**src/rtl/ps2_pkg.sv**
```systemverilog
// ps2_pkg: shared types and constants for the PS/2 scan-code receiver.
//   ps2_state_e  - frame FSM states
//   PS2_EXT/BRK  - prefix bytes folded into event flags
//   ps2_event_t  - 10-bit queued event {ext, brk, code}
package ps2_pkg;

   typedef enum logic [1:0] {
      IDLE,
      DATA,
      PARITY,
      STOP
   } ps2_state_e;

   localparam logic [7:0] PS2_EXT = 8'hE0;
   localparam logic [7:0] PS2_BRK = 8'hF0;

   typedef struct packed {
      logic       ext;
      logic       brk;
      logic [7:0] code;
   } ps2_event_t;

endpackage

```
**src/rtl/ps2_event_fifo.sv**
```systemverilog
// ps2_event_fifo: first-word fall-through event queue.
//   clk, rst  - clock, synchronous active-high reset
//   push      - write wr_data (accepted when not full, or when a pop frees a slot)
//   wr_data   - entry to write
//   pop       - remove head entry (ignored when empty)
//   rd_data   - head entry, valid whenever empty=0
//   empty     - no entries stored
//   full      - DEPTH entries stored
module ps2_event_fifo #(
   parameter int unsigned DEPTH = 8,
   parameter int unsigned WIDTH = 10
) (
   input  logic             clk,
   input  logic             rst,
   input  logic             push,
   input  logic [WIDTH-1:0] wr_data,
   input  logic             pop,
   output logic [WIDTH-1:0] rd_data,
   output logic             empty,
   output logic             full
);

   localparam int unsigned PTR_W = $clog2(DEPTH);
   localparam int unsigned CNT_W = PTR_W + 1;

   logic [WIDTH-1:0] mem_q [DEPTH];
   logic [WIDTH-1:0] mem_d [DEPTH];
   logic [PTR_W-1:0] wr_ptr_q, wr_ptr_d;
   logic [PTR_W-1:0] rd_ptr_q, rd_ptr_d;
   logic [CNT_W-1:0] count_q, count_d;
   logic             do_push;
   logic             do_pop;

   assign empty   = (count_q == '0);
   assign full    = (count_q == CNT_W'(DEPTH));
   assign rd_data = mem_q[rd_ptr_q];

   always_comb begin
      do_pop   = pop & ~empty;
      // A simultaneous pop frees the slot this push needs.
      do_push  = push & (~full | do_pop);
      mem_d    = mem_q;
      wr_ptr_d = wr_ptr_q;
      rd_ptr_d = rd_ptr_q;
      count_d  = count_q;
      if (do_push) begin
         mem_d[wr_ptr_q] = wr_data;
         wr_ptr_d        = wr_ptr_q + PTR_W'(1);
      end
      if (do_pop) begin
         rd_ptr_d = rd_ptr_q + PTR_W'(1);
      end
      case ({do_push, do_pop})
         2'b10:   count_d = count_q + CNT_W'(1);
         2'b01:   count_d = count_q - CNT_W'(1);
         default: count_d = count_q;
      endcase
   end

   always_ff @(posedge clk) begin
      if (rst) begin
         mem_q    <= '{default: '0};
         wr_ptr_q <= '0;
         rd_ptr_q <= '0;
         count_q  <= '0;
      end else begin
         mem_q    <= mem_d;
         wr_ptr_q <= wr_ptr_d;
         rd_ptr_q <= rd_ptr_d;
         count_q  <= count_d;
      end
   end

endmodule

```
**src/rtl/ps2_scancode_rx.sv**
```systemverilog
// ps2_scancode_rx: PS/2 keyboard receiver producing make/break key events.
//   clk, rst     - system clock, synchronous active-high reset
//   ps2_clk      - asynchronous PS/2 clock pin
//   ps2_data     - asynchronous PS/2 data pin
//   rd_en        - pop the head event (ignored when valid=0)
//   code         - head event scan code
//   extended     - head event was preceded by E0
//   key_release  - head event was preceded by F0 (break)
//   valid        - event queue non-empty
//   frame_err    - one-cycle pulse on parity, stop-bit or timeout error
//   overflow     - sticky, an event was dropped on a full queue
module ps2_scancode_rx
   import ps2_pkg::*;
#(
   parameter int unsigned SYNC_STAGES    = 2,
   parameter int unsigned FILTER_LEN     = 4,
   parameter int unsigned TIMEOUT_CYCLES = 50000,
   parameter int unsigned FIFO_DEPTH     = 8
) (
   input  logic       clk,
   input  logic       rst,
   input  logic       ps2_clk,
   input  logic       ps2_data,
   input  logic       rd_en,
   output logic [7:0] code,
   output logic       extended,
   output logic       key_release,
   output logic       valid,
   output logic       frame_err,
   output logic       overflow
);

   localparam int unsigned FLT_W = $clog2(FILTER_LEN + 1);
   localparam int unsigned TMO_W = $clog2(TIMEOUT_CYCLES + 1);

   logic [SYNC_STAGES-1:0] clk_sync_q, clk_sync_d;
   logic [SYNC_STAGES-1:0] data_sync_q, data_sync_d;
   logic                   s_clk, s_data;

   logic                   filt_q, filt_d;
   logic                   filt_prev_q, filt_prev_d;
   logic [FLT_W-1:0]       filt_cnt_q, filt_cnt_d;
   logic                   fall;

   ps2_state_e             state_q, state_d;
   logic [2:0]             bit_cnt_q, bit_cnt_d;
   logic [7:0]             shift_q, shift_d;
   logic                   par_q, par_d;
   logic [TMO_W-1:0]       tmo_q, tmo_d;
   logic                   ext_q, ext_d;
   logic                   brk_q, brk_d;
   logic                   ferr_q, ferr_d;
   logic                   overflow_q, overflow_d;
   logic                   err;
   logic                   byte_ok;

   logic                   fifo_push;
   ps2_event_t             fifo_wr;
   ps2_event_t             head;
   logic [9:0]             fifo_rd_data;
   logic                   fifo_empty;
   logic                   fifo_full;

   assign s_clk  = clk_sync_q[SYNC_STAGES-1];
   assign s_data = data_sync_q[SYNC_STAGES-1];

   // Synchroniser and glitch filter: the filtered clock follows s_clk only
   // after FILTER_LEN consecutive samples disagreeing with it.
   always_comb begin
      clk_sync_d  = {clk_sync_q[SYNC_STAGES-2:0], ps2_clk};
      data_sync_d = {data_sync_q[SYNC_STAGES-2:0], ps2_data};
      filt_d      = filt_q;
      filt_cnt_d  = '0;
      if (s_clk != filt_q) begin
         if (filt_cnt_q == FLT_W'(FILTER_LEN - 1)) begin
            filt_d = s_clk;
         end else begin
            filt_cnt_d = filt_cnt_q + FLT_W'(1);
         end
      end
      filt_prev_d = filt_q;
   end

   assign fall = filt_prev_q & ~filt_q;

   // Frame FSM, timeout counter and prefix folding.
   always_comb begin
      state_d   = state_q;
      bit_cnt_d = bit_cnt_q;
      shift_d   = shift_q;
      par_d     = par_q;
      ext_d     = ext_q;
      brk_d     = brk_q;
      err       = 1'b0;
      byte_ok   = 1'b0;
      fifo_push = 1'b0;
      fifo_wr   = '{ext: ext_q, brk: brk_q, code: shift_q};

      if (state_q == IDLE || fall) begin
         tmo_d = '0;
      end else begin
         tmo_d = tmo_q + TMO_W'(1);
      end

      case (state_q)
         IDLE: begin
            if (fall && !s_data) begin
               state_d   = DATA;
               bit_cnt_d = '0;
            end
         end
         DATA: begin
            if (fall) begin
               shift_d   = {s_data, shift_q[7:1]};
               bit_cnt_d = bit_cnt_q + 3'd1;
               if (bit_cnt_q == 3'd7) begin
                  state_d = PARITY;
               end
            end
         end
         PARITY: begin
            if (fall) begin
               par_d   = s_data;
               state_d = STOP;
            end
         end
         STOP: begin
            if (fall) begin
               if ((^{shift_q, par_q}) && s_data) begin
                  byte_ok = 1'b1;
               end else begin
                  err = 1'b1;
               end
               state_d = IDLE;
            end
         end
         default: state_d = IDLE;
      endcase

      // An edge arriving on the expiry cycle keeps the frame alive.
      if (state_q != IDLE && !fall && tmo_q == TMO_W'(TIMEOUT_CYCLES - 1)) begin
         err     = 1'b1;
         state_d = IDLE;
         tmo_d   = '0;
      end

      if (err) begin
         ext_d = 1'b0;
         brk_d = 1'b0;
      end else if (byte_ok) begin
         if (shift_q == PS2_EXT) begin
            ext_d = 1'b1;
         end else if (shift_q == PS2_BRK) begin
            brk_d = 1'b1;
         end else begin
            fifo_push = 1'b1;
            ext_d     = 1'b0;
            brk_d     = 1'b0;
         end
      end

      ferr_d     = err;
      overflow_d = overflow_q | (fifo_push & fifo_full & ~(rd_en & ~fifo_empty));
   end

   always_ff @(posedge clk) begin
      if (rst) begin
         clk_sync_q  <= '1;
         data_sync_q <= '1;
         filt_q      <= 1'b1;
         filt_prev_q <= 1'b1;
         filt_cnt_q  <= '0;
         state_q     <= IDLE;
         bit_cnt_q   <= '0;
         shift_q     <= '0;
         par_q       <= 1'b0;
         tmo_q       <= '0;
         ext_q       <= 1'b0;
         brk_q       <= 1'b0;
         ferr_q      <= 1'b0;
         overflow_q  <= 1'b0;
      end else begin
         clk_sync_q  <= clk_sync_d;
         data_sync_q <= data_sync_d;
         filt_q      <= filt_d;
         filt_prev_q <= filt_prev_d;
         filt_cnt_q  <= filt_cnt_d;
         state_q     <= state_d;
         bit_cnt_q   <= bit_cnt_d;
         shift_q     <= shift_d;
         par_q       <= par_d;
         tmo_q       <= tmo_d;
         ext_q       <= ext_d;
         brk_q       <= brk_d;
         ferr_q      <= ferr_d;
         overflow_q  <= overflow_d;
      end
   end

   ps2_event_fifo #(
      .DEPTH (FIFO_DEPTH),
      .WIDTH (10)
   ) u_fifo (
      .clk     (clk),
      .rst     (rst),
      .push    (fifo_push),
      .wr_data (fifo_wr),
      .pop     (rd_en),
      .rd_data (fifo_rd_data),
      .empty   (fifo_empty),
      .full    (fifo_full)
   );

   assign head        = fifo_rd_data;
   assign code        = head.code;
   assign extended    = head.ext;
   assign key_release = head.brk;
   assign valid       = ~fifo_empty;
   assign frame_err   = ferr_q;
   assign overflow    = overflow_q;

endmodule

```
**config.mk**
```make
export PLATFORM = sky130hd
export DESIGN_NAME = ps2_scancode_rx
export DESIGN_NICKNAME = d
export VERILOG_FILES = /design/src/rtl/ps2_pkg.sv /design/src/rtl/ps2_event_fifo.sv /design/src/rtl/ps2_scancode_rx.sv
export SDC_FILE = /design/constraint.sdc
export NUM_CORES = 1
export LEC_CHECK = 0
export BUFFER_PORTS_ARGS = -buffer_cell sky130_fd_sc_hd__buf_2
export CAP_MARGIN = 20
export CORE_ASPECT_RATIO = 1.1
export CORE_MARGIN = 4
export CORE_UTILIZATION = 58
export DETAILED_ROUTE_END_ITERATION = 12
export GPL_TIMING_DRIVEN = 0
export PLACE_DENSITY = 0.75
export SLEW_MARGIN = 20
export SYNTH_ARGS = -nofsm -noshare
export SYNTH_HDL_FRONTEND = slang
export SYNTH_SLANG_ARGS = --single-unit
```
**constraint.sdc**
```tcl
create_clock -name clk -period 3.7 [get_ports clk]
set_input_delay 0.37 -clock clk [delete_from_list [all_inputs] [get_ports clk]]
set_output_delay 0.37 -clock clk [all_outputs]
set_load 0.1 [all_outputs]
```
# Word-level counts from Yosys, hierarchy flattened
# Cells that the tools add are included.
# totals
regBits	133
latch_bits	0
ram_bits	0
rom_bits	0
output_inout_bits	13
wordCells	123
mem_count	0
# classes
add_sub_neg	7
mul	0
div	0
magnitude_cmp	3
eq_ne	18
shift	0
n_mux	30
bitwise_logic	15
n_reduce_logical	25
# ops
cell	count
$bwmux W80	1
$bmux W10 S3	1
$demux W10 S3	1
$mux W10	3
$add A16 B1 Y16 const B	1
$eq A16 B16 Y1 const B	1
$eq A8 B8 Y1 const B	2
$mux W1	14
$add A3 B1 Y3 const B	4
$mux W2	5
$ne A2 B2 Y1 const B	5
$reduce_and A2 Y1	5
$reduce_xor A9 Y1	1
$ge A4 B4 Y1 const B	2
$not A3 Y4	2
$pmux W2 S4	1
$pmux W4 S2	1
$eq A2 B2 Y1 const B	3
$mux W3	2
$not A1 Y1	6
$pmux W3 S2	1
$reduce_bool A2 Y1	3
$reduce_or A3 Y1	2
$and A1 B1 Y1	5
other kinds (18)	26

# Logic depth before layout (Yosys ltp)
# Gate-level depths: netlist of run 1.
# logic_depth
depth_word	10
ltp_mapped	14

# Hierarchy
# A second synthesis of run 1 with hierarchy kept.
# unflattened
hier_cells	588
hier_area_um2	6125.9
# modules_own_cells
module	instances	cells_each	area_per_inst_um2	seq_area_each_um2
ps2_event_fifo	1	375	4110.2	1801.7
ps2_scancode_rx	1	213	2015.7	860.8

# Worst setup path before layout of run 1
# No wires, ideal clock.
# synth_timing
path_type	flip-flop to flip-flop
from	register shift_q[3]
to	register u_fifo.count_q[2]
setup_ns	0.071
t_arrival_ns	3.071
setup_slack_ns	0.558
path_stages_with_launch	15
period_less_slack_ns	3.142
cell_sequence	dfxtp_1 -> xnor2_1 -> xnor3_1 -> mux2i_1 -> a221oi_2 -> buf_6 -> and2_1 -> inv_2 -> ha_1 -> xor2_1 -> ha_1 -> a21oi_1 -> xor2_1 -> or3_1 -> a21oi_1
# synth_between
elab_chain_len	10
# synth_rtl
item	line	rtl
start: declaration	ps2_scancode_rx.sv:47	logic [7:0] shift_q, shift_d;
start signal: assignment	ps2_scancode_rx.sv:190	shift_q <= shift_d;
$reduce_xor A9 Y1	ps2_scancode_rx.sv:129	if ((^{shift_q, par_q}) && s_data) begin
$logic_and A1 B1 Y1	ps2_scancode_rx.sv:129	
$mux W1	ps2_scancode_rx.sv:129	
$mux W1	ps2_scancode_rx.sv:128	if (fall) begin
$mux W1	ps2_scancode_rx.sv:105	case (state_q)
$mux W1, on equally long branches	ps2_scancode_rx.sv:150, ps2_scancode_rx.sv:141	
$mux W1 *	ps2_scancode_rx.sv:147	if (err) begin
$and A1 B1 Y1 *	ps2_event_fifo.sv:41	do_push = push & (~full | do_pop);
$eq A2 B1 Y1 or $eq A2 B2 Y1 (tied branches)	ps2_event_fifo.sv:53	case ({do_push, do_pop})
$pmux W4 S2 or $reduce_bool A2 Y1 (tied branches)	--	
end signal: assignment	ps2_event_fifo.sv:70	count_q <= count_d;
end: declaration	ps2_event_fifo.sv:30	logic [CNT_W-1:0] count_q, count_d;
# Every way passes the cells marked *; elsewhere a longest branch is shown, timed or not.
# A chain may end at the register's enable or synchronous reset.

# Final worst setup path of run 1
# layout_timing
from	register shift_q[5]
to	register u_fifo.count_q[2]
# The elaborated chain is that of the path after synthesis.

==> reports/qor.yml, run 1 <==
status: "completed"
end_kind: "flip-flop"
maxCapViolations: 0
post_drt_wl_per_cell_um: 16.2
antenna_found_initial: 0
grt_usage: 0.223
ys.flop_type: "dfxtp_1"
die_h_um: 117
rr_worst_depth: 13
synthesis.area_mm2: 0.00629
grt_max_degree: 17
htreeDepth: 4
cpPeakStageDelay_ps: 530
power.share.switching: 0.221
numPortBuffers: 16
tns_ps: 0
crit_path_max_fanout: 10
p_sw_uw: 700
multi_input_area_mm2: 0.00339
vias_per_cell: 5.51
vias: 4445
clkTransAtPathRegs_ps: 60
fmax_ghz: 0.290
busiest_layer: "met2"
crit_required_ps: 4040
sequentialPowerShare: 0.456
yosys.cell_types.count: 48
cts_hold_buf: 0
p_leak_nw: 3.00
ir_worst_vdd_mv: 0.298
grt_use_met1: 0.258
clock_latency_ps: 410
syn_inst: 614
path_cells: "xor2_1, xnor3_1, a221oi_4, buf_6, and2_1, inv_2, ha_1, xor2_1, ha_1, a21oi_1, xor2_1, or3_1, a21oi_1"
min_period_ps: 3450
reg2reg_to: "u_fifo.count_q[2]"
numCtsBuffers: 17
fin_skew_ps: 6.68
fin_hold_ws_ps: 135
holdPathStages: 2
setup_viol: 0
relSlewSlack: 0.366
cp_common_cell: "xor2_1"
dp_cells: 773
yosys_warnings: 0
ys_ff_latch: 133
grt_pass1_vias: 4530
rsz0062_at_grt: "no"
async_flop_share: 0
drive_above_1_share: 0.151
total_power_mw: 3.17
cts.path.max_buffers: 2
slew_viol_final: 0
ys_seq_area_frac: 0.423
initial_core_util: 0.599
drc: 0
cts-root-buf: "clkbuf_16"
p_comb_frac: 0.028
worst_pin_slew_ps: 952
regArea_mm2: 0.00267
power_density_mw_per_mm2: 442
hold_start: "ps2_data"
use_met3: 0.0494
fin_crit_sh: 0.932
grt_use_met2: 0.402
drt_wl_total_mm: 13.1
dpl-instance-area_mm2: 0.00655
rr_startpoint: "shift_q[5]"
drt-initial-drc-count: 137
synth_area_per_cell_um2: 10.2
crit_type: "flip-flop to flip-flop"
rows: 39
clock_sinks: 133
final_cells: 806
core_mm2: 0.0105
gr-total-overflow: 0
crit_arrival_ps: 3780
pwr-share-clk: 0.516
min_path_type: "primary input to flip-flop"
area_delta_synth_final_pct: 13.9
io_pins: 18
dpl.hpwl_mm: 9.12
hold_end: "data_sync_q[0]"
rrSetupSlack_ps: 250
cts_tree: "yes"
start_kind: "flip-flop"
cpMaxStageDelayCell: "xnor3_1"
finalNetCount: 669
globalplace.congestion: 0.810
hold_viol_final: 0
synth_edf_count: 0
die-width_um: 107
intPower_mw: 2.47
ant_nets: 0
die_area_mm2: 0.0126
antenna_cells: 0
grt_pass1_wl_mm: 21.8
fill_cells: 818
detail_route.first_pass.iterations: 4
fin_area_mm2: 0.00716
synthesis.nets: 633
==> placed cells by master, fill, tap and decap left out, types with 3 or more instances in the layout <==
master,synthesis,routed
mux2i_1,84,84
buf_2,2,18
buf_4,3,4
nand2_1,26,26
mux2_2,10,10
nor2_1,40,40
xnor3_1,3,3
clkinv_2,0,3
a31oi_1,3,3
dfxtp_1,133,130
or4_1,3,3
nand4_1,4,4
clkbuf_1,24,24
nor3_1,5,5
nand4b_1,4,4
dfxtp_2,0,3
or3_1,4,4
buf_6,4,4
nor2b_1,5,4
clkbuf_16,0,17
clkinvlp_4,0,4
nand2b_1,98,98
inv_1,10,10
mux4_2,20,20
buf_1,12,12
xor2_1,13,13
a21oi_1,19,19
nand3_1,21,21
xnor2_1,10,9
or2_2,5,5
o21ai_0,8,8
clkinv_4,0,4
and4_1,3,3
ha_1,14,14
and3_1,3,3
==> what timing repair did <==
| item | CTS | global route |
|---|---|---|
| setup buffers | 0 | 1 |
| setup endpoints to repair | 0 | 1 |
| resized for setup | 0 | 6 |
==> final cells by class <==
type,instances,share of cell area
multi-input cells,425,0.474
flip-flops and latches,133,0.372
clock buffers,17,0.0594
plain buffers,45,0.0297
well taps,143,0.0250
clock inverters,15,0.0220
repair buffers,17,0.0122
inverters,11,0.00577
==> metal layers <==
layer	vias to the layer above	share of wire	wire, um
met3	20	0.032	412
met1	2171	0.43	5580
met4	0	0.016	204
met2	74	0.53	6860
met5	-	0	0
li1	2180	-	-
==> critical path, delay by kind of cell (launching register included) <==
kind,cells,cell delay [ps]
adders and majority gates,2,430
buffers and inverters,2,250
AOI/OAI and AO/OA,3,660
xor gates and xnor gates,4,1050
DFF,1,420
and+or+nand+nor,2,550
==> logic make-up after synthesis <==
| family | after synthesis | synth area share |
|---|---|---|
| DFF | 133 | 0.423 |
| AOI/OAI and AO/OA | 42 | 0.0400 |
| and+or+nand+nor | 229 | 0.202 |
| muxes | 114 | 0.223 |
| adders and majority gates | 14 | 0.0279 |
| xor gates and xnor gates | 26 | 0.0428 |
| buffers and inverters | 56 | 0.0404 |
==> worst max path at each step <==
| stage | from | endpoint | slack [ps] | cells past startpoint |
|---|---|---|---|---|
| after floorplan | shift_q[3] | u_fifo.count_q[2] | 560 | 14 |
| after detailed placement | shift_q[4] | u_fifo.count_q[2] | 80 | 14 |
| after global placement | shift_q[4] | u_fifo.count_q[2] | 210 | 14 |
| final | shift_q[5] | u_fifo.count_q[2] | 250 | 13 |
| after global routing | shift_q[5] | u_fifo.count_q[2] | 30 | 13 |
| after CTS | shift_q[4] | u_fifo.count_q[2] | 30 | 14 |
==> cells in the mapped netlist, drive strengths merged (2+ instances only) <==
library cell  number  area share
nor2              40       0.024
nand2             26       0.016
nor2b              5      0.0050
or3                4      0.0040
or4                3      0.0036
nor4bb             2      0.0032
or2                5      0.0050
dfxtp            133        0.42
and4               3      0.0042
mux2i             84        0.13
clkbuf            24       0.014
nor3               5      0.0040
and2               2      0.0020
xnor3              3       0.011
nand2b            98       0.098
ha                14       0.028
nand4b             4      0.0056
buf               21       0.020
nand4              4      0.0040
and3               3      0.0030
a31oi              3      0.0030
mux4              20       0.072
nand3             21       0.017
xnor2             10       0.014
a21oi             19       0.015
xor2              13       0.018
inv               11      0.0066
mux2              10       0.018
o21ai             10      0.0080
==> registers in the layout (all words and copies together) (netlist names), 2 cells and up <==
signal           cells
data_sync_q          2
clk_sync_q           2
u_fifo.mem_q        80
shift_q              8
tmo_q               16
u_fifo.rd_ptr_q      3
state_q              2
bit_cnt_q            3
u_fifo.count_q       4
filt_cnt_q           3
u_fifo.wr_ptr_q      3
==> power by group through the flow <==
stage	clock [mW]	sequential [mW]	combinational, mW
after global placement	0	1.47	0.0865
after floorplan	0	1.47	0.0660
after global routing	1.73	1.44	0.100
after detailed placement	0	1.48	0.0904
after CTS	1.66	1.44	0.0912
final	1.63	1.44	0.0899
==> through the flow <==
stage / setup WS [ps] / util
after global routing: 27.3 / 0.683
after global placement: 214 / 0.624
after floorplan: 558 / -
after CTS: 27.5 / 0.680
after detailed placement: 79.3 / 0.624
final: 253 / 0.683
No activity file was read; power rests on OpenSTA's default activity.
==> run 2, diff against run 1 <==
--- a/config.mk
+++ b/config.mk
@@ -9,10 +9,10 @@
 export CAP_MARGIN = 20
 export CORE_ASPECT_RATIO = 1.1
 export CORE_MARGIN = 4
-export CORE_UTILIZATION = 58
+export CORE_UTILIZATION = 51
 export DETAILED_ROUTE_END_ITERATION = 12
 export GPL_TIMING_DRIVEN = 0
-export PLACE_DENSITY = 0.75
+export PLACE_DENSITY = 0.67
 export SLEW_MARGIN = 20
 export SYNTH_ARGS = -nofsm -noshare
 export SYNTH_HDL_FRONTEND = slang
==> run 2 against run 1 <==
- register-to-register slack gained 40 ps
- worst setup slack gained 40 ps
- critical path depth grew 1
- clock-buffer cell count grew 13
- critical path type unchanged
- sequential power is essentially flat
- largest power group unchanged
- core utilization shrank 8.8 points
- highest routed layer unchanged
- wire length is essentially flat
- maximum frequency grew 1.2%
- power grew 1.2%
- via count shrank 2.2%
- critical endpoint unchanged
==> reports/qor.yml, run 2 (synthesized netlist as in run 1, its figures left out) <==
largest_reg_flops: 80  # unchanged
crit_arrival_ps: 3750  # -30 ps
rr_startpoint: "shift_q[5]"
vias_per_cell: 5.32  # -3.6%
io_pins: 18  # unchanged
crit_path_max_fanout: 10  # unchanged
crit_type: "flip-flop to flip-flop"
top_register: "u_fifo.mem_q"
antenna_cells: 0  # unchanged
fmax_ghz: 0.294  # +1.2%
cts_tree: "yes"
start_kind: "flip-flop"
min_path_type: "primary input to flip-flop"
grt_max_degree: 17  # unchanged
min_period_ps: 3410  # -40.5 ps
p_leak_nw: 3.01  # +0.38%
crit_family: "XOR/XNOR gates"
drt_wl_total_mm: 13.1  # about the same
detail_route.first_pass.iterations: 5  # +1
reg_top3: "u_fifo.mem_q (80), tmo_q (16), shift_q (8)"
grt_usage: 0.196  # -0.0274
fin_util: 0.595  # -0.0875
die_area_mm2: 0.0142  # +13%
gr-total-overflow: 0  # unchanged
post_drt_wl_per_cell_um: 16.0  # -1.4%
ir_worst_vdd_mv: 0.302  # +1.1%
slew_viol_final: 0  # unchanged
clock_sinks: 133  # unchanged
maxCapViolations: 0  # unchanged
drt-initial-drc-count: 236  # +72%
area_delta_synth_final_pct: 13.9  # unchanged
fill_cells: 1044  # +28%
finalNetCount: 669  # unchanged
reg2reg_to: "u_fifo.count_q[2]"
core_mm2: 0.0120  # +15%
path_buf_inv: 2  # unchanged
drc: 0  # unchanged
rsz0062_at_grt: "no"
mostFrequentLayoutCells: "dfxtp_1 (133), nand2b_1 (98), mux2i_1 (84), nor2_1 (40), clkbuf_1 (31)"
cpPeakStageDelay_ps: 470  # -60 ps
crit_start: "shift_q[5]"
clkTransAtPathRegs_ps: 60  # about the same
crit_cells: 14  # +1
multi_input_area_mm2: 0.00337  # -0.63%
hold_viol_final: 0  # unchanged
drive_above_1_share: 0.133  # -0.0181
ant_nets: 0  # unchanged
initial_core_util: 0.522  # -0.0768
status: "completed"
final_cells: 817  # +1.4%
grt_pass1_vias: 4440  # -2.0%
tns_ps: 0  # unchanged
die_h_um: 124  # +6.2%
cts.path.max_buffers: 2  # unchanged
cts-root-buf: "clkbuf_16"
fin_skew_ps: 7.67  # +0.992 ps
regArea_mm2: 0.00266  # -0.14%
cts_setup_buffers: 0  # unchanged
numCtsBuffers: 17  # unchanged
cts_hold_buf: 0  # unchanged
rrSetupSlack_ps: 290  # +40 ps
setup_viol: 0  # unchanged
crit_required_ps: 4040  # about the same
fin_crit_sh: 0.921  # -0.0109
die-width_um: 114  # +6.1%
globalplace.congestion: 0.812  # +0.23%
cp-endpoint: "u_fifo.count_q[2]"
cp_common_cell: "xor2_1"
cpMaxStageDelayCell: "xnor3_1"
vias: 4345  # -2.2%
dpl.hpwl_mm: 9.17  # +0.52%
dp_cells: 784  # +1.4%
final_common_cell: "dfxtp_1"
grt_pass1_wl_mm: 22.1  # +1.6%
htreeDepth: 4  # unchanged
end_kind: "flip-flop"
rr_worst_depth: 14  # +1
rows: 42  # +7.7%
numPortBuffers: 16  # unchanged
worst_pin_slew_ps: 943  # -8.33 ps
path_cells: "xor2_1, xnor3_1, mux2i_1, a221oi_2, buf_6, and2_1, inv_2, ha_1, xor2_1, ha_1, a21oi_1, xor2_1, or3_1, a21oi_1"
post_cts_resize_count: 0  # unchanged
clock_latency_ps: 410  # about the same
antenna_found_initial: 0  # unchanged
relSlewSlack: 0.371  # +0.00556
power_density_mw_per_mm2: 447  # +1.2%
run 2: power breakdown:
part	internal [mW]	switching (mW)	total, mW
clock	1.10	0.568	1.67
combinational	0.0350	0.0557	0.0907
sequential	1.44	0.00493	1.44
total	2.58	0.628	3.20
run 2: per-layer routing:
layer	track usage	up-vias	part of all wire	wire length [um]
li1	-	2196	-	-
met1	0.246	2091	0.45	5930
met2	0.329	50	0.51	6620
met3	0.0394	8	0.027	356
met4	0.0741	0	0.011	142
met5	0	-	0	0
run 2: per-stage QoR:
stage | hold WS [ps] | power, mW | worst slack (ps) | area [um2]
after global placement | 394 | 1.56 | 258 | 6560
final | 140 | 3.20 | 294 | 7160
after global routing | 139 | 3.31 | 81.3 | 7160
after CTS | 123 | 3.24 | 171 | 7150
after detailed placement | 402 | 1.57 | 157 | 6560
after floorplan | 389 | 1.54 | 558 | 6290
run 2: layout make-up:
| class | instances | share of cell area |
|---|---|---|
| buffer | 45 | 0.0297 |
| clock buffer | 30 | 0.0746 |
| clock inverter | 2 | 0.00839 |
| inverter | 11 | 0.00577 |
| multi-input combinational | 425 | 0.471 |
| sequential | 133 | 0.372 |
| tap | 154 | 0.0269 |
| timing repair buffer | 17 | 0.0122 |
run 2: worst min-delay path by stage:
| stage | from | to | slack, ps | cells after the start |
|---|---|---|---|---|
| final | ps2_data | data_sync_q[0] | 140 | 2 |
| after detailed placement | data_sync_q[0] | data_sync_q[1] | 400 | 1 |
| after global placement | data_sync_q[0] | data_sync_q[1] | 390 | 1 |
| after floorplan | clk_sync_q[0] | clk_sync_q[1] | 390 | 1 |
| after global routing | ps2_clk | clk_sync_q[0] | 140 | 2 |
| after CTS | ps2_data | data_sync_q[0] | 120 | 2 |
==> run 3, diff against run 2 <==
--- a/config.mk
+++ b/config.mk
@@ -5,6 +5,7 @@
 export SDC_FILE = /design/constraint.sdc
 export NUM_CORES = 1
 export LEC_CHECK = 0
+export ABC_AREA = 1
 export BUFFER_PORTS_ARGS = -buffer_cell sky130_fd_sc_hd__buf_2
 export CAP_MARGIN = 20
 export CORE_ASPECT_RATIO = 1.1
@@ -16,4 +17,5 @@
 export SLEW_MARGIN = 20
 export SYNTH_ARGS = -nofsm -noshare
 export SYNTH_HDL_FRONTEND = slang
+export SYNTH_HIERARCHICAL = 1
 export SYNTH_SLANG_ARGS = --single-unit
==> run 3 against run 2 <==
- wire length rose by 22%
- final area up 8.5%
- via count up 37%
- synthesized cell count is 64% higher
- critical path depth is 8 higher
- cell count grew 51%
- area after synthesis grew 10%
- combinational power rose to 17 times the previous value
- power increased by 42%
- first-iteration DRC count is 100% higher
- critical path type unchanged
- largest power group is now sequential cells
- highest routed layer unchanged
==> reports/qor.yml, run 3 <==
status: "completed"
maxCapViolations: 0  # unchanged
synth_area_leaders: "dfxtp_1 (38%), nand2_1 (13%), nor2_1 (9.6%)"
mostFrequentLayoutCells: "nand2_1 (240), nor2_1 (178), inv_1 (138), dfxtp_1 (133), a21oi_1 (67)"
initial_core_util: 0.523  # about the same
numPortBuffers: 17  # +1
slew_viol_final: 0  # unchanged
start_kind: "flip-flop"
drc: 0  # unchanged
end_kind: "flip-flop"
final_common_cell: "nand2_1"
yosys_warnings: 6  # +6
cts_setup_buffers: 0  # unchanged
pwr-share-clk: 0.330  # -0.191
fin_skew_ps: 9.59  # +1.92 ps
rows: 44  # +4.8%
crit_type: "flip-flop to flip-flop"
crit_arrival_ps: 3340  # -410 ps
clock_sinks: 133  # unchanged
power_density_mw_per_mm2: 585  # +31%
sequentialPowerShare: 0.337  # -0.114
drt-initial-drc-count: 471  # +100%
ys.flop_type: "dfxtp_1"
gr-total-overflow: 0  # unchanged
min_period_ps: 2990  # -421 ps
hold_viol_final: 0  # unchanged
wl_met2_mm: 7.37  # +11%
numCtsBuffers: 17  # unchanged
synth.most_common_cell: "nand2_1"
dpl.hpwl_mm: 11.0  # +20%
synthesis.area_mm2: 0.00693  # +10%
rsz0062_at_grt: "no"
multi_input_area_mm2: 0.00323  # -4.1%
power.share.switching: 0.393  # +0.197
grt_pass1_wl_mm: 25.9  # +17%
cts_hold_buf: 0  # unchanged
vias_per_cell: 4.80  # -9.7%
finalNetCount: 1062  # +59%
core_mm2: 0.0133  # +10%
yosys.area.top_type: "dfxtp_1"
synth_area_per_cell_um2: 6.89  # -33%
intPower_mw: 2.76  # +7.0%
ant_nets: 0  # unchanged
io_pins: 18  # unchanged
globalplace.congestion: 0.819  # +0.95%
post_cts_resize_count: 0  # unchanged
fin_crit_sh: 0.807  # -0.114
relSlewSlack: 0.617  # +0.246
async_flop_share: 0  # unchanged
grt_max_degree: 17  # unchanged
die-width_um: 119  # +4.7%
p_leak_nw: 3.95  # +31%
htreeDepth: 4  # unchanged
vias: 5938  # +37%
area_delta_synth_final_pct: 12.1
post-synth-top-area-fraction: 0.384  # -0.0394
worst_pin_slew_ps: 575  # -368 ps
antenna_cells: 0  # unchanged
crit_required_ps: 4050  # about the same
crit_path_max_fanout: 10  # unchanged
total_power_mw: 4.54  # +42%
cts_tree: "yes"
met1_length_mm: 7.30  # +23%
clkTransAtPathRegs_ps: 50  # about the same
ir_worst_vdd_mv: 0.612  # +100%
largest_reg_flops: 80  # unchanged
grt_usage: 0.212  # +0.0168
grt_pass1_vias: 5280  # +19%
tns_ps: 0  # unchanged
drt_wl_total_mm: 15.9  # +22%
synth_top_cells_by_count: "nand2_1 (240), nor2_1 (178), inv_1 (138)"
syn_inst: 1006  # +64%
p_sw_mw: 1.78  # +180%
route.met3.wl_um: 703  # +97%
die_h_um: 130  # +4.7%
die_area_mm2: 0.0155  # +9.6%
post_drt_wl_per_cell_um: 12.8  # -20%
highest-signal-layer: "met4"
synthesis.nets: 1026  # +62%
synth_edf_count: 0  # unchanged
detail_route.first_pass.iterations: 7  # +2
min_path_type: "primary input to flip-flop"
fill_cells: 1275  # +22%
clock_latency_ps: 420  # about the same
cts.path.max_buffers: 2  # unchanged
ys_ff_latch: 133  # unchanged
p_comb_frac: 0.333  # +0.305
regArea_mm2: 0.00266  # unchanged
antenna_found_initial: 0  # unchanged
cts-root-buf: "clkbuf_16"
reg_top3: "u_fifo/mem_q (80), tmo_q (16), shift_q (8)"
setup_viol: 0  # unchanged
drive_above_1_share: 0.127  # -0.00547
ys_seq_area_frac: 0.384  # -0.0394
top_register: "u_fifo/mem_q"
fmax_ghz: 0.335  # +14%
yosys.cell_types.count: 38  # -21%
run 3: changes by cell type in the layout (fill, tap and decap cells not counted), moves of 41 or more:
cell | before | now
nand2_1 | 26 | 240
nor2_1 | 40 | 178
mux2i_1 | 84 | 0
nand2b_1 | 98 | 0
a21oi_1 | 19 | 67
inv_1 | 10 | 138
o21ai_0 | 8 | 49
run 3: cell families (layout without fill, tap and decap cells):
family,count (synthesis),after routing,synth area share
simple gates,509,509,0.317
buf+inv,197,244,0.150
compound gates,144,144,0.110
flops,133,133,0.384
fa+ha+maj,15,15,0.0282
xor+xnor,8,8,0.0101
run 3: path summary, 6_finish.rpt:
kind | start | to | slack (ps) | cells after the start
worst max-delay path | shift_q[0] | u_fifo/count_q[3] | 710 | 22
worst min-delay path | ps2_clk | clk_sync_q[0] | 130 | 2
worst max register to register | shift_q[0] | u_fifo/count_q[3] | 710 | 22
worst min register to register | clk_sync_q[0] | clk_sync_q[1] | 410 | 1
run 3: metal layers:
layer  up-vias  GRT usage
met5         -          0
met1      2645      0.275
met3        27     0.0425
met4         0     0.0988
met2       112      0.344
li1       3154          -
run 3: worst max-delay path, stage by stage (launching register included):
cell	delay, ps
dfxtp_1	470
inv_2	70
nand2_1	60
nand2_1	50
nand2_1	80
nand2_1	60
nand2_1	70
nand2_1	50
nand2_1	60
nand3_2	100
nor2_4	120
nand2_1	70
inv_1	50
buf_2	260
nand2_2	130
ha_1	270
ha_1	310
or2_2	290
nand2_1	70
nand2_1	40
nand2_1	50
nand2_1	50
a21oi_1	110
run 3: cell type report:
class / count / area share
Multi-Input combinational cell: 676 / 0.416
Sequential cell: 133 / 0.343
Inverter: 143 / 0.0691
Buffer: 54 / 0.0646
Clock buffer: 25 / 0.0638
Tap cell: 184 / 0.0296
Timing Repair Buffer: 17 / 0.0110
Clock inverter: 5 / 0.00322
run 3: stage by stage:
stage               hold slack (ps)   util  area (um2)  cells  worst slack [ps]
finish                          131  0.586        7770   1237               715
global route                    131  0.586        7770   1237               421
CTS                             119  0.586        7770   1237               719
detailed placement              398  0.546        7250   1207               740
global placement                392  0.546        7250   1207               759
floorplan                       389      -        6930   1006              1050
run 3: power by group through the flow:
stage | registers [mW] | logic, mW | clock network (mW)
2_1_floorplan | 1.55 | 1.21 | 0
3_3_place_gp | 1.56 | 1.51 | 0
3_5_place_dp | 1.56 | 1.51 | 0
4_1_cts | 1.53 | 1.52 | 1.53
5_1_grt | 1.54 | 1.64 | 1.59
6_report | 1.53 | 1.51 | 1.50
